## src/rtl/seg7_scan_ctrl.sv

```systemverilog
// Scan controller for a 4-digit, common-anode 7-segment display. Values are double-buffered and committed only on a frame boundary.
// Optional build macro SEG7_LZB_EN turns on leading-zero blanking.
module seg7_scan_ctrl #(
    parameter int DIGIT_CYCLES = 100000,
    parameter int GUARD        = 16
) (
    input  logic        clock,
    input  logic        reset,
    input  logic [15:0] value,
    input  logic [3:0]  dp_mask,
    input  logic        value_valid,
    output logic        value_ready,
    output logic [6:0]  seg,
    output logic        dp,
    output logic [3:0]  an,
    output logic        frame_tick
);

    localparam int CNT_W = $clog2(DIGIT_CYCLES);
    localparam logic [CNT_W-1:0] CNT_LAST  = CNT_W'(DIGIT_CYCLES - 1);
    localparam logic [CNT_W-1:0] CNT_GUARD = CNT_W'(GUARD);

    logic [CNT_W-1:0] cnt_reg;
    logic [1:0]       dig_reg;
    logic [15:0]      disp_val_reg;
    logic [3:0]       disp_dp_reg;
    logic [15:0]      hold_val_reg;
    logic [3:0]       hold_dp_reg;
    logic             pending_reg;
    logic [6:0]       seg_reg;
    logic             dp_reg;
    logic [3:0]       an_reg;
    logic             frame_tick_reg;

    logic             slot_wrap;
    logic             frame_edge;
    logic             accept;
    logic             in_guard;
    logic             blank;
    logic [3:0]       cur_nib;
    logic [3:0]       dig_onehot;
    logic [6:0]       seg_next;
    logic             dp_next;
    logic [3:0]       an_next;

    function automatic logic [6:0] hex7(input logic [3:0] nib);
        logic [6:0] s;
        case (nib)
            4'h0: s = 7'h40;
            4'h1: s = 7'h79;
            4'h2: s = 7'h24;
            4'h3: s = 7'h30;
            4'h4: s = 7'h19;
            4'h5: s = 7'h12;
            4'h6: s = 7'h02;
            4'h7: s = 7'h78;
            4'h8: s = 7'h00;
            4'h9: s = 7'h10;
            4'hA: s = 7'h08;
            4'hB: s = 7'h03;
            4'hC: s = 7'h46;
            4'hD: s = 7'h21;
            4'hE: s = 7'h06;
            default: s = 7'h0E;
        endcase
        return s;
    endfunction

    assign slot_wrap   = (cnt_reg == CNT_LAST);
    assign frame_edge  = slot_wrap && (dig_reg == 2'd3);
    assign accept      = value_valid && !pending_reg;
    assign value_ready = !pending_reg;
    assign in_guard    = (GUARD == 0) ? 1'b0 : (cnt_reg < CNT_GUARD);
    assign cur_nib     = disp_val_reg[{dig_reg, 2'b00} +: 4];

    genvar gi;
    generate
        for (gi = 0; gi < 4; gi++) begin : g_onehot
            assign dig_onehot[gi] = (dig_reg == 2'(gi));
        end
    endgenerate

`ifdef SEG7_LZB_EN
    // lead_zero[k]: nibble k and every nibble above it are zero
    logic [3:0] nib_zero;
    logic [3:0] lead_zero;
    generate
        for (gi = 0; gi < 4; gi++) begin : g_nib_zero
            assign nib_zero[gi] = (disp_val_reg[4*gi +: 4] == 4'h0);
        end
        assign lead_zero[3] = nib_zero[3];
        for (gi = 0; gi < 3; gi++) begin : g_lead_zero
            assign lead_zero[gi] = nib_zero[gi] && lead_zero[gi+1];
        end
    endgenerate
    assign blank = (dig_reg != 2'd0) && lead_zero[dig_reg];
`else
    assign blank = 1'b0;
`endif

    always_comb begin
        seg_next = hex7(cur_nib);
        an_next  = (in_guard || blank) ? 4'hF : ~dig_onehot;
        dp_next  = blank ? 1'b1 : ~disp_dp_reg[dig_reg];
    end

    always_ff @(posedge clock or posedge reset) begin
        if (reset) begin
            cnt_reg        <= '0;
            dig_reg        <= 2'd0;
            disp_val_reg   <= 16'h0000;
            disp_dp_reg    <= 4'h0;
            hold_val_reg   <= 16'h0000;
            hold_dp_reg    <= 4'h0;
            pending_reg    <= 1'b0;
            seg_reg        <= 7'h7F;
            dp_reg         <= 1'b1;
            an_reg         <= 4'hF;
            frame_tick_reg <= 1'b0;
        end else begin
            cnt_reg        <= slot_wrap ? '0 : cnt_reg + 1'b1;
            dig_reg        <= slot_wrap ? dig_reg + 2'd1 : dig_reg;
            frame_tick_reg <= frame_edge;
            seg_reg        <= seg_next;
            dp_reg         <= dp_next;
            an_reg         <= an_next;
            // Commit and accept are mutually exclusive: accept needs an empty buffer
            if (frame_edge && pending_reg) begin
                disp_val_reg <= hold_val_reg;
                disp_dp_reg  <= hold_dp_reg;
                pending_reg  <= 1'b0;
            end else if (accept) begin
                hold_val_reg <= value;
                hold_dp_reg  <= dp_mask;
                pending_reg  <= 1'b1;
            end
        end
    end

    assign seg        = seg_reg;
    assign dp         = dp_reg;
    assign an         = an_reg;
    assign frame_tick = frame_tick_reg;

endmodule

```

## config.mk

```make
export PLATFORM = sky130hd
export DESIGN_NAME = seg7_scan_ctrl
export DESIGN_NICKNAME = d
export VERILOG_FILES = /design/src/rtl/seg7_scan_ctrl.sv
export SDC_FILE = /design/constraint.sdc
export NUM_CORES = 1
export LEC_CHECK = 0
export CAP_MARGIN = 20
export CELL_PAD_IN_SITES_DETAIL_PLACEMENT = 1
export CELL_PAD_IN_SITES_GLOBAL_PLACEMENT = 1
export CORE_MARGIN = 2
export CORE_UTILIZATION = 47
export CTS_BUF_LIST = sky130_fd_sc_hd__clkbuf_2
export DETAILED_ROUTE_END_ITERATION = 10
export PLACE_DENSITY = 0.86
export SLEW_MARGIN = 20
export SYNTH_ARGS = -nofsm -noshare
export SYNTH_HDL_FRONTEND = slang
export SYNTH_SLANG_ARGS = --single-unit
```

## constraint.sdc

```tcl
create_clock -name clock -period 7.4 [get_ports clock]
set_clock_uncertainty 0.15 [all_clocks]
set_input_delay 1.48 -clock clock [delete_from_list [all_inputs] [get_ports clock]]
set_output_delay 1.48 -clock clock [all_outputs]
set_load 0.03 [all_outputs]
```

Word-level counts from Yosys, hierarchy flattened. Memories as Yosys holds them, arrays and structs flattened. A register that Yosys moved wholly into a read port is not among the register bits. Index checks and enable logic that the tools add are counted.

Memory bits (read-only): 112. Input port bits: 23. Register bits after elaboration: 66. Logic and storage cells: 36. Memories: 1.

Equal/unequal tests: 4. Shift-type cells: 1. $lt $le $gt $ge: 2. Reduce and logical (&&, ||, !) cells: 7. Add/sub/neg operators: 2. Bitwise logic cells: 3. Mux-type cells: 6.

Memory list: (name not given) (depth 16, width 7, rd ports 1, clocked after memory_dff 1, write ports 0, RTL line 48) `case (nib)`.

Operators with widths (count): adder 17 x 1 -> 17 bit, second input constant (1); equality test 17 bit, second input constant (1); less-than comparator 17 x 5 -> 1 bit, second input constant (1); two-way mux 17 bit (1); indexed part select 16 x 5 -> 4 bit (1); equality test 2 bit, second input constant (2); two-way mux 4 bit (1); NOT 4 bit (1); logical AND 1 bit (3); less-than comparator 2 x 3 -> 1 bit, second input constant (1); two-way mux 1 bit (3); adder 2 x 1 -> 2 bit, second input constant (1); binary-select mux 1 bit (select 2 bit) (1); equality test 2 x 1 -> 1 bit, second input constant (1); logical NOT 2 bit (1); NOT 1 bit (2); AND reduction 2 bit (1); nonzero test 2 bit (1); logical NOT 1 bit (1).

Depth between registers and ports, before layout. Gate-level depths: netlist of the first run.

Depth after elaboration: 5. Mapped depth: 7.

Worst setup path before layout of the first run. Ideal clock, no wire load.

Path type: input to register. From: input port value_valid. To: register hold_dp_reg[0]. Setup slack: 4.803 ns. Cell stages on the path: 3. Arrival time: 2.322 ns. Cells stage by stage: nor2b_1 > clkbuf_1 > mux2_2.

Cells in the longest elaborated chain, start to end: 2.

RTL lines: from (decl) (RTL line 11) `input logic value_valid,`; logical AND 1 bit (RTL line 71) `assign accept = value_valid && !pending_reg;`; AND reduction 2 bit (no source line); to (signal assigned) (RTL line 134) `hold_dp_reg <= dp_mask;`; to (decl) (RTL line 28) `logic [3:0] hold_dp_reg;`.

Every way passes these cells. A chain may end at the register's enable or synchronous reset.

Worst setup path in the final report of the first run.
From: register pending_reg. To: output port value_ready.

Cells in the longest elaborated chain, start to end: 1.

RTL lines: from (decl) (RTL line 29) `logic pending_reg;`; from (signal assigned) (RTL line 115) `pending_reg <= 1'b0;`; from (signal assigned) (RTL line 131) `pending_reg <= 1'b0;`; from (signal assigned) (RTL line 135) `pending_reg <= 1'b1;`; logical NOT 1 bit (RTL line 72) `assign value_ready = !pending_reg;`; to (decl) (RTL line 12) `output logic value_ready,`.

Every way passes these cells.

==> impl_metrics.csv, run 1 <==
group,metric,value,unit
power,static-leakage-power,0.00169,uW
routing,dr.pass1.iters,4,
global_route,grt_start_max_net_pins,74,
placement,globalplace.congestion,0.809,
floorplan,std_cell_rows,30,
sta,maxClockFrequency,296,MHz
power,proportion_of_total_power_due_to_net_switching,22.6,%
power,peak_supply_drop,0.120,mV
cells_and_area,multi_input_area,0.00136,mm^2
clock_tree,clk-insertion-delay-late,0.50,ns
synth,synth.net_count,275,
synth,ranking_of_synthesized_cells_by_area,"dfrtp_1 46%, dfstp_2 9.6%, mux2_4 8.7%",
synth,synth_seq_cells,73,
worst_setup_path,critical_path.n_buffers_inverters,2,
worst_setup_path,worst_setup_path_start_kind,"flip-flop",
sta,setup_viol,0,
cells_and_area,insertedDiodeCount,0,
power,power.sequential.fraction,60.1,%
worst_setup_path,regToRegStartpoint,"cnt_reg[0]$_DFF_PP0_",
floorplan,floorplan.die_area,0.00769,mm^2
hold_path,hold_depth,1,
synth,synth_top_cells_by_count,"61 x dfrtp_1, 23 x mux2_2, 19 x mux2_4",
global_route,antenna_found_initial,0,
synth,synth.largest_area_cell,"dfrtp_1",
power,comb_power_share,4.7,%
cells_and_area,syn2layout_area_growth,17.7,%
routing,drt_drc_violations_left,0,
job,max_cap_viol_count,0,
cells_and_area,fillerInstances,685,
sta,min_period_over_period,45.6,%
worst_setup_path,largest_delay_share_family_worst_path,"buffers and inverters",
synth,post_synth_num_cell_types,37,
worst_setup_path,path_cells,"inv_1 -> clkdlybuf4s50_1",
power,pwr_density_cell,180,mW/mm^2
worst_setup_path,rrSetupSlack,4.98,ns
clock_tree,cts-resized-gates,0,
worst_setup_path,worstSetupPathDepth,2,
worst_setup_path,r2r_end,"disp_val_reg[14]$_DFFE_PP0P_",
synth,mappedNetlistArea,0.00329,mm^2
floorplan,initial_utilization,48.4,%
routing,ant_nets,0,
power,switching_power,157,uW
cells_and_area,largest_register_ffs,17,
floorplan,ios,37,
outcome,run_status,"finished clean",
synth,synth_async_sr_flop_share,100,%
synth,yosys.area.top_type_share,46.4,%
clock_tree,tritoncts,"yes",
cells_and_area,fin_nets,316,
routing,viasPerCell,5.25,
sta,worst-slew-pin-transition,0.882,ns
global_route,vias_in_the_first_global_route,2180,
synth,synth-seq-area-share,56.0,%
routing,detailedRoute.firstIterationViolations,88,
floorplan,die_height,87.7,um
worst_setup_path,timing.reg2reg.worst_path_depth,5,
synth,synth_cells,241,
sta,finalWorstPathRequiredPeriod,3.38,ns
worst_setup_path,critical_path.max_fanout,4,
global_route,grt.overflow.total,0,
sta,grt_setup_unrepaired,"no",
synth,avgSynthCellArea,13.7,um^2
worst_setup_path,max_stage_delay,0.68,ns
sta,final-hold-violation-count,0,
cells_and_area,final-seq-area,0.00184,mm^2
synth,ys.warnings.count,0,
worst_setup_path,critPathCaptureType,"output pin",
cells_and_area,post_route_cells_drive_above_1_share,28.2,%
clock_tree,tritoncts_num_sinks,73,
placement,numPortBuffers,36,
cells_and_area,stdcell_count,383,
power,clockPowerShare,35.2,%
routing,via_count,2009,
sta,timing_max_transition_violations_final,0,
hold_path,min-delay-start,"cnt_reg[0]$_DFF_PP0_",
hold_path,worst_hold_path.endpoint,"cnt_reg[0]$_DFF_PP0_",
global_route,grt_pass1_wl,11100,um
clock_tree,clock_tree.root_cell,"clkbuf_2",
global_route,grt_use_total,19.4,%
routing,wl,6740,um
clock_tree,worst_setup_hold_path_clk_slew,0.19,ns
routing,wl_per_cell,17.6,um
clock_tree,cts-htree-levels,3,
clock_tree,cts_post_setup_buffers_inserted,0,
floorplan,floorplan.die.width,87.7,um
sta,timing.setup.tns,0,ns
hold_path,hp-class,"reg -> reg",
floorplan,core_area,0.00679,mm^2
placement,placed_cells_incl_taps,367,
worst_setup_path,required,5.77,ns
worst_setup_path,type_of_the_setup_path_with_the_least_slack,"reg -> out",
clock_tree,cts_hold_buf,0,
placement,sum_of_net_half_perimeters_after_detailed_placement,4570,um
synth,post-synth-top-count-cell,"dfrtp_1",
worst_setup_path,critPathArrivalTime,1.75,ns
power,intPower,541,uW
clock_tree,cts-buffers-inserted,9,
synth,synth_ff_type,"dfrtp_1",
clock_tree,max-clock-path-buffers,2,
sta,slew-limit-headroom,41.2,%
worst_setup_path,critical-path-slowest-cell,"clkdlybuf4s50_1",
synth,synth-edff-count,0,
-- placed cells by master (no fill, tap or decap), types with 3 or more instances in the layout --
| master | instances |
|---|---|
| o21a_1 | 3 |
| inv_1 | 10 |
| nand3_1 | 9 |
| ha_1 | 11 |
| clkbuf_2 | 9 |
| nand4_1 | 5 |
| buf_4 | 3 |
| mux2_4 | 19 |
| nand2_1 | 13 |
| dfstp_2 | 12 |
| nor2_1 | 14 |
| xor2_1 | 3 |
| clkdlybuf4s50_1 | 36 |
| xnor2_1 | 12 |
| mux2_2 | 23 |
| dfrtp_1 | 61 |
| mux4_2 | 5 |
| nor3_1 | 6 |
| nor2b_1 | 3 |
-- metal layers --
metal | share of wire, % | GRT usage (%)
met1 | 44 | 24.2
met2 | 50 | 32.4
met3 | 3.3 | 4.52
met4 | 2.1 | 8.53
met5 | 0 | 0
-- through the flow --
stage | utilization (%) | hold slack [ns] | worst slack (ns) | power [uW] | instance area (um^2)
2_1_floorplan | - | 0.305 | 3.94 | 441 | 3290
3_3_place_gp | 55.0 | 0.320 | 3.90 | 458 | 3740
3_5_place_dp | 55.0 | 0.334 | 3.82 | 460 | 3740
4_1_cts | 56.9 | 0.358 | 4.01 | 706 | 3870
5_1_grt | 57.0 | 0.393 | 3.95 | 728 | 3870
6_report | 57.0 | 0.352 | 4.02 | 698 | 3870
-- power groups by stage --
stage / registers [uW] / clock network, uW / logic (uW)
5_1_grt: 422 / 270 / 36.4
4_1_cts: 420 / 253 / 33.9
3_5_place_dp: 427 / 0 / 33.6
6_report: 420 / 246 / 32.8
3_3_place_gp: 426 / 0 / 32.0
2_1_floorplan: 424 / 0 / 17.2
-- layout make-up --
type	count	share of cell area (%)
Clock inverter	7	2.20
Tap cell	96	3.10
Sequential cell	73	47.6
Timing Repair Buffer	39	9.89
Inverter	11	1.07
Multi-Input combinational cell	148	35.0
Clock buffer	9	1.16
-- kinds of logic after synthesis --
kind of cell / share of synthesized area [%]
multiplexers: 20.6
buffers and inverters: 3.04
adder cells (fa/ha/maj): 4.18
flip-flops: 56.0
AND/OR/NAND/NOR: 9.70
AO/OA/AOI/OAI: 2.51
XOR/XNOR: 3.99
-- how the worst max path moves through the flow --
stage / from / endpoint / slack [ns]
after floorplan: reset / cnt_reg[0]$_DFF_PP0_ / 3.94
after global placement: value_valid / hold_val_reg[14]$_DFFE_PP0P_ / 3.90
after detailed placement: value_valid / hold_val_reg[15]$_DFFE_PP0P_ / 3.82
after CTS: an[3]$_DFF_PP1_ / an[3] / 4.01
after global routing: pending_reg$_DFFE_PP0P_ / value_ready / 3.95
final: pending_reg$_DFFE_PP0P_ / value_ready / 4.02
Power figures use the tool's default switching activity.
==> inputs of run 2 (changes only) <==
==> constraint.sdc (replaced) <==
create_clock -name clock -period 3.5 [get_ports clock]
set_clock_uncertainty 0.15 [all_clocks]
set_input_delay 0.7 -clock clock [delete_from_list [all_inputs] [get_ports clock]]
set_output_delay 0.7 -clock clock [all_outputs]
set_load 0.03 [all_outputs]
==> impl_metrics.csv, run 2 (same netlist as run 1, synthesis figures left out) <==
group,metric,value,unit
outcome,run_status,"finished clean",
hold_path,hp-class,"reg -> reg",
cells_and_area,syn2layout_area_growth,18.9,%
hold_path,worst_hold_path.endpoint,"cnt_reg[0]$_DFF_PP0_",
worst_setup_path,r2r_end,"disp_val_reg[14]$_DFFE_PP0P_",
global_route,vias_in_the_first_global_route,2186,
sta,timing_max_transition_violations_final,0,
placement,numPortBuffers,36,
worst_setup_path,critPathCaptureType,"output pin",
global_route,grt.overflow.total,0,
worst_setup_path,regToRegStartpoint,"cnt_reg[12]$_DFF_PP0_",
clock_tree,cts-buffers-inserted,9,
sta,timing.setup.tns,0,ns
floorplan,initial_utilization,48.4,%
routing,via_count,1964,
floorplan,floorplan.die.width,87.7,um
placement,dp_worst_setup_slack,1.20,ns
clock_tree,cts-resized-gates,0,
floorplan,core_area,0.00679,mm^2
worst_setup_path,worst_setup_path_start_kind,"flip-flop",
routing,wl,6410,um
sta,maxClockFrequency,389,MHz
clock_tree,clock_tree.root_cell,"clkbuf_2",
routing,detailedRoute.firstIterationViolations,102,
global_route,grt_pass1_wl,11000,um
worst_setup_path,required,2.65,ns
cells_and_area,most-common-layout-cells,"61 x dfrtp_1, 36 x clkdlybuf4s50_1, 23 x mux2_2",
cells_and_area,insertedDiodeCount,0,
sta,worst-slew-pin-transition,0.605,ns
cells_and_area,layout.cells.most_common,"dfrtp_1",
routing,ant_nets,0,
clock_tree,cts_hold_buf,0,
clock_tree,cts_post_setup_buffers_inserted,0,
sta,holdWs,0.356,ns
cells_and_area,post_route_cells_drive_above_1_share,28.1,%
global_route,antenna_found_initial,0,
clock_tree,worst_setup_hold_path_clk_slew,0.21,ns
worst_setup_path,timing.reg2reg.worst_path_depth,5,
placement,placed_cells_incl_taps,368,
worst_setup_path,rrSetupSlack,1.16,ns
sta,layout_setup_ws,0.931,ns
placement,sum_of_net_half_perimeters_after_detailed_placement,4490,um
worst_setup_path,critical_path.max_fanout,1,
clock_tree,max-clock-path-buffers,2,
cells_and_area,stdcell_count,384,
worst_setup_path,type_of_the_setup_path_with_the_least_slack,"reg -> out",
floorplan,floorplan.die_area,0.00769,mm^2
hold_path,min-delay-start,"cnt_reg[0]$_DFF_PP0_",
sta,final-hold-violation-count,0,
clock_tree,tritoncts_num_sinks,73,
routing,wl_per_cell,16.7,um
floorplan,std_cell_rows,30,
cells_and_area,largest_register_ffs,17,
placement,globalplace.congestion,0.816,
worst_setup_path,path_cells,"clkdlybuf4s50_1",
global_route,grt_use_total,19.1,%
worst_setup_path,critical_path.n_buffers_inverters,1,
sta,slew-limit-headroom,59.4,%
worst_setup_path,largest_delay_share_family_worst_path,"buffers and inverters",
power,peak_supply_drop,0.143,mV
routing,dr.pass1.iters,4,
worst_setup_path,max_stage_delay,0.66,ns
cells_and_area,fillerInstances,682,
sta,finalWorstPathRequiredPeriod,2.57,ns
sta,setup_viol,0,
clock_tree,cts-htree-levels,3,
floorplan,die_height,87.7,um
cells_and_area,fin_nets,317,
sta,grt_setup_unrepaired,"no",
sta,min_period_over_period,73.4,%
global_route,grt_start_max_net_pins,74,
clock_tree,clk-insertion-delay-late,0.50,ns
hold_path,hold_depth,1,
worst_setup_path,critPathArrivalTime,1.72,ns
job,max_cap_viol_count,0,
power,pwr_density_cell,395,mW/mm^2
routing,viasPerCell,5.11,
routing,drt_drc_violations_left,0,
floorplan,ios,37,
power,static-leakage-power,0.00171,uW
worst_setup_path,critical-path-slowest-cell,"clkdlybuf4s50_1",
clock_tree,tritoncts,"yes",
-- run 2: worst reg2reg max path, stage by stage, from the launching register on --
cell,delay [ns]
dfrtp_1,0.48
nor4_2,0.39
nand2_2,0.16
nor4_4,0.28
buf_4,0.39
mux2_2,0.39
-- run 2: through the flow --
stage	util, %	power, uW	area (um^2)
4_1_cts	57.6	1570	3910
6_report	57.6	1550	3910
3_3_place_gp	55.3	970	3760
3_5_place_dp	55.3	976	3760
5_1_grt	57.6	1620	3910
2_1_floorplan	-	932	3290
-- run 2: worst max-delay path by stage --
stage / start / end / cells past startpoint
floorplan: reset / cnt_reg[0]$_DFF_PP0_ / 1
global placement: value_valid / hold_val_reg[6]$_DFFE_PP0P_ / 4
detailed placement: value_valid / hold_val_reg[5]$_DFFE_PP0P_ / 4
CTS: an[3]$_DFF_PP1_ / an[3] / 1
global route: an[2]$_DFF_PP1_ / an[2] / 1
finish: an[3]$_DFF_PP1_ / an[3] / 1
-- run 2: power by group --
group	internal, uW	switching, uW
registers	872	15.6
logic	44.0	26.9
clock network	301	287
total	1220	329
-- run 2: cell type report --
| cell class | count | area (um^2) | share of cell area, % |
|---|---|---|---|
| flip-flops and latches | 73 | 1840 | 47.1 |
| repair buffers | 40 | 403 | 10.3 |
| inverters | 11 | 41.3 | 1.06 |
| multi-input cells | 148 | 1350 | 34.5 |
| well taps | 96 | 120 | 3.07 |
| clock buffers | 9 | 45.0 | 1.15 |
| clock inverters | 7 | 109 | 2.78 |
-- run 2: metal layers --
layer | vias to the layer above | routed length (um) | share of wire (%) | track usage (%)
met2 | 27 | 3230 | 50 | 30.7
met3 | 9 | 168 | 2.6 | 4.52
li1 | 923 | - | - | -
met5 | - | 0 | 0 | 0
met4 | 0 | 82 | 1.3 | 5.73
met1 | 1005 | 2930 | 46 | 25.9
==> inputs of run 3 (changes only) <==
==> constraint.sdc (replaced) <==
create_clock -name clock -period 2.5 [get_ports clock]
set_clock_uncertainty 0.15 [all_clocks]
set_input_delay 0.5 -clock clock [delete_from_list [all_inputs] [get_ports clock]]
set_output_delay 0.5 -clock clock [all_outputs]
set_load 0.03 [all_outputs]
==> impl_metrics.csv, run 3 (same netlist as run 1, synthesis figures left out) <==
group,metric,value,unit
power,power.total,1860,uW
worst_setup_path,setup.worst_path.end,"an[3]",
sta,slew-limit-headroom,63.9,%
worst_setup_path,critical-path-slowest-cell,"clkdlybuf4s50_1",
cells_and_area,stdcell_count,384,
cells_and_area,post_route_cells_drive_above_1_share,28.5,%
clock_tree,tritoncts,"yes",
worst_setup_path,max_stage_delay,0.67,ns
floorplan,std_cell_rows,30,
floorplan,floorplan.die.width,87.7,um
sta,timing.setup.tns,0,ns
routing,drt_drc_violations_left,0,
placement,globalplace.congestion,0.776,
power,static-leakage-power,0.00169,uW
global_route,grt_start_max_net_pins,74,
worst_setup_path,worst_setup_path_start_kind,"flip-flop",
hold_path,hp-class,"in -> async",
worst_setup_path,largest_delay_share_family_worst_path,"buffers and inverters",
floorplan,ios,37,
clock_tree,cts_hold_buf,0,
clock_tree,cts-htree-levels,3,
cells_and_area,syn2layout_area_growth,16.9,%
clock_tree,clock_tree.root_cell,"clkbuf_2",
sta,setup_viol,0,
routing,detailedRoute.firstIterationViolations,90,
sta,final-hold-violation-count,0,
sta,timing_max_transition_violations_final,0,
floorplan,initial_utilization,48.4,%
floorplan,die_height,87.7,um
cells_and_area,fillerInstances,684,
cells_and_area,final-seq-area,0.00184,mm^2
placement,placed_cells_incl_taps,368,
worst_setup_path,worstSetupPathDepth,1,
worst_setup_path,required,1.85,ns
cells_and_area,largest_register_ffs,17,
cells_and_area,multi_input_area,0.00135,mm^2
floorplan,floorplan.die_area,0.00769,mm^2
cells_and_area,layout.cells.most_common,"dfrtp_1",
clock_tree,clk-insertion-delay-late,0.52,ns
worst_setup_path,r2r_end,"disp_val_reg[14]$_DFFE_PP0P_",
routing,dr.pass1.iters,4,
sta,finalWorstPathRequiredPeriod,2.40,ns
cells_and_area,final_util,56.6,%
sta,worst-slew-pin-transition,0.538,ns
worst_setup_path,critPathArrivalTime,1.75,ns
placement,numPortBuffers,36,
worst_setup_path,regToRegStartpoint,"cnt_reg[0]$_DFF_PP0_",
clock_tree,cts-resized-gates,0,
worst_setup_path,critPathCaptureType,"output pin",
routing,via_count,1954,
worst_setup_path,type_of_the_setup_path_with_the_least_slack,"reg -> out",
clock_tree,tritoncts_num_sinks,73,
cells_and_area,insertedDiodeCount,0,
cells_and_area,most-common-layout-cells,"61 x dfrtp_1, 36 x clkdlybuf4s50_1, 23 x mux2_2",
sta,min_period_over_period,95.9,%
power,peak_supply_drop,0.225,mV
job,max_cap_viol_count,0,
clock_tree,worst_setup_hold_path_clk_slew,0.19,ns
clock_tree,cts_post_setup_buffers_inserted,0,
global_route,antenna_found_initial,0,
clock_tree,max-clock-path-buffers,2,
outcome,run_status,"finished clean",
global_route,grt_use_total,19.5,%
routing,ant_nets,0,
routing,wl,6540,um
cells_and_area,postLayoutCellArea,0.00385,mm^2
cells_and_area,fin_nets,317,
routing,viasPerCell,5.09,
worst_setup_path,path_cells,"clkdlybuf4s50_1",
worst_setup_path,rrSetupSlack,0.25,ns
routing,wl_per_cell,17.0,um
worst_setup_path,critical_path.n_buffers_inverters,1,
worst_setup_path,timing.reg2reg.worst_path_depth,5,
floorplan,core_area,0.00679,mm^2
worst_setup_path,timing.critical_path.from,"an[3]$_DFF_PP1_",
sta,grt_setup_unrepaired,"no",
global_route,grt_pass1_wl,11200,um
global_route,grt.overflow.total,0,
sta,maxClockFrequency,417,MHz
clock_tree,cts-buffers-inserted,9,
placement,sum_of_net_half_perimeters_after_detailed_placement,4780,um
worst_setup_path,critical_path.max_fanout,1,
global_route,vias_in_the_first_global_route,2230,
power,pwr_density_cell,484,mW/mm^2
placement,postPlaceCellArea,0.00377,mm^2
run 3: cell count changes in the layout (fill, tap and decap cells not counted):
cell        change
buf_12          +1
buf_4           -1
bufinv_16       -3
clkbuf_2        +2
clkinv_1        -1
clkinv_2        +3
clkinvlp_4      -1
run 3: metrics by stage:
stage                     hold WS [ns]  setup slack (ns)
after floorplan                  0.305            0.0166
after global placement           0.319             0.329
after detailed placement         0.337             0.262
after CTS                        0.150            0.0262
after global routing             0.222            0.0124
final                            0.169             0.102
run 3: routing by layer:
layer,share of wire (%),GRT usage [%]
met1,44,24.4
met2,52,32.6
met3,3.3,6.03
met4,0.99,6.01
met5,0,0
run 3: how the worst min path moves through the flow:
stage / to / slack, ns / cells past startpoint
2_1_floorplan: cnt_reg[0]$_DFF_PP0_ / 0.30 / 1
3_3_place_gp: cnt_reg[0]$_DFF_PP0_ / 0.32 / 1
3_5_place_dp: cnt_reg[0]$_DFF_PP0_ / 0.34 / 1
4_1_cts: dig_reg[0]$_DFFE_PP0N_ / 0.15 / 3
5_1_grt: dig_reg[0]$_DFFE_PP0N_ / 0.22 / 3
6_report: cnt_reg[13]$_DFF_PP0_ / 0.17 / 3
run 3: power breakdown:
group / switching [uW] / leakage [uW] / internal (uW)
registers: 24.9 / 0.000926 / 1220
logic: 37.4 / 0.000700 / 61.6
clock network: 391 / 0.0000606 / 128
total: 453 / 0.00169 / 1410
run 3: layout make-up:
cell class / count / share of cell area (%)
well taps: 96 / 3.12
flip-flops and latches: 73 / 47.9
clock buffers: 11 / 1.43
inverters: 11 / 1.07
multi-input cells: 148 / 35.1
clock inverters: 5 / 0.585
repair buffers: 40 / 10.8
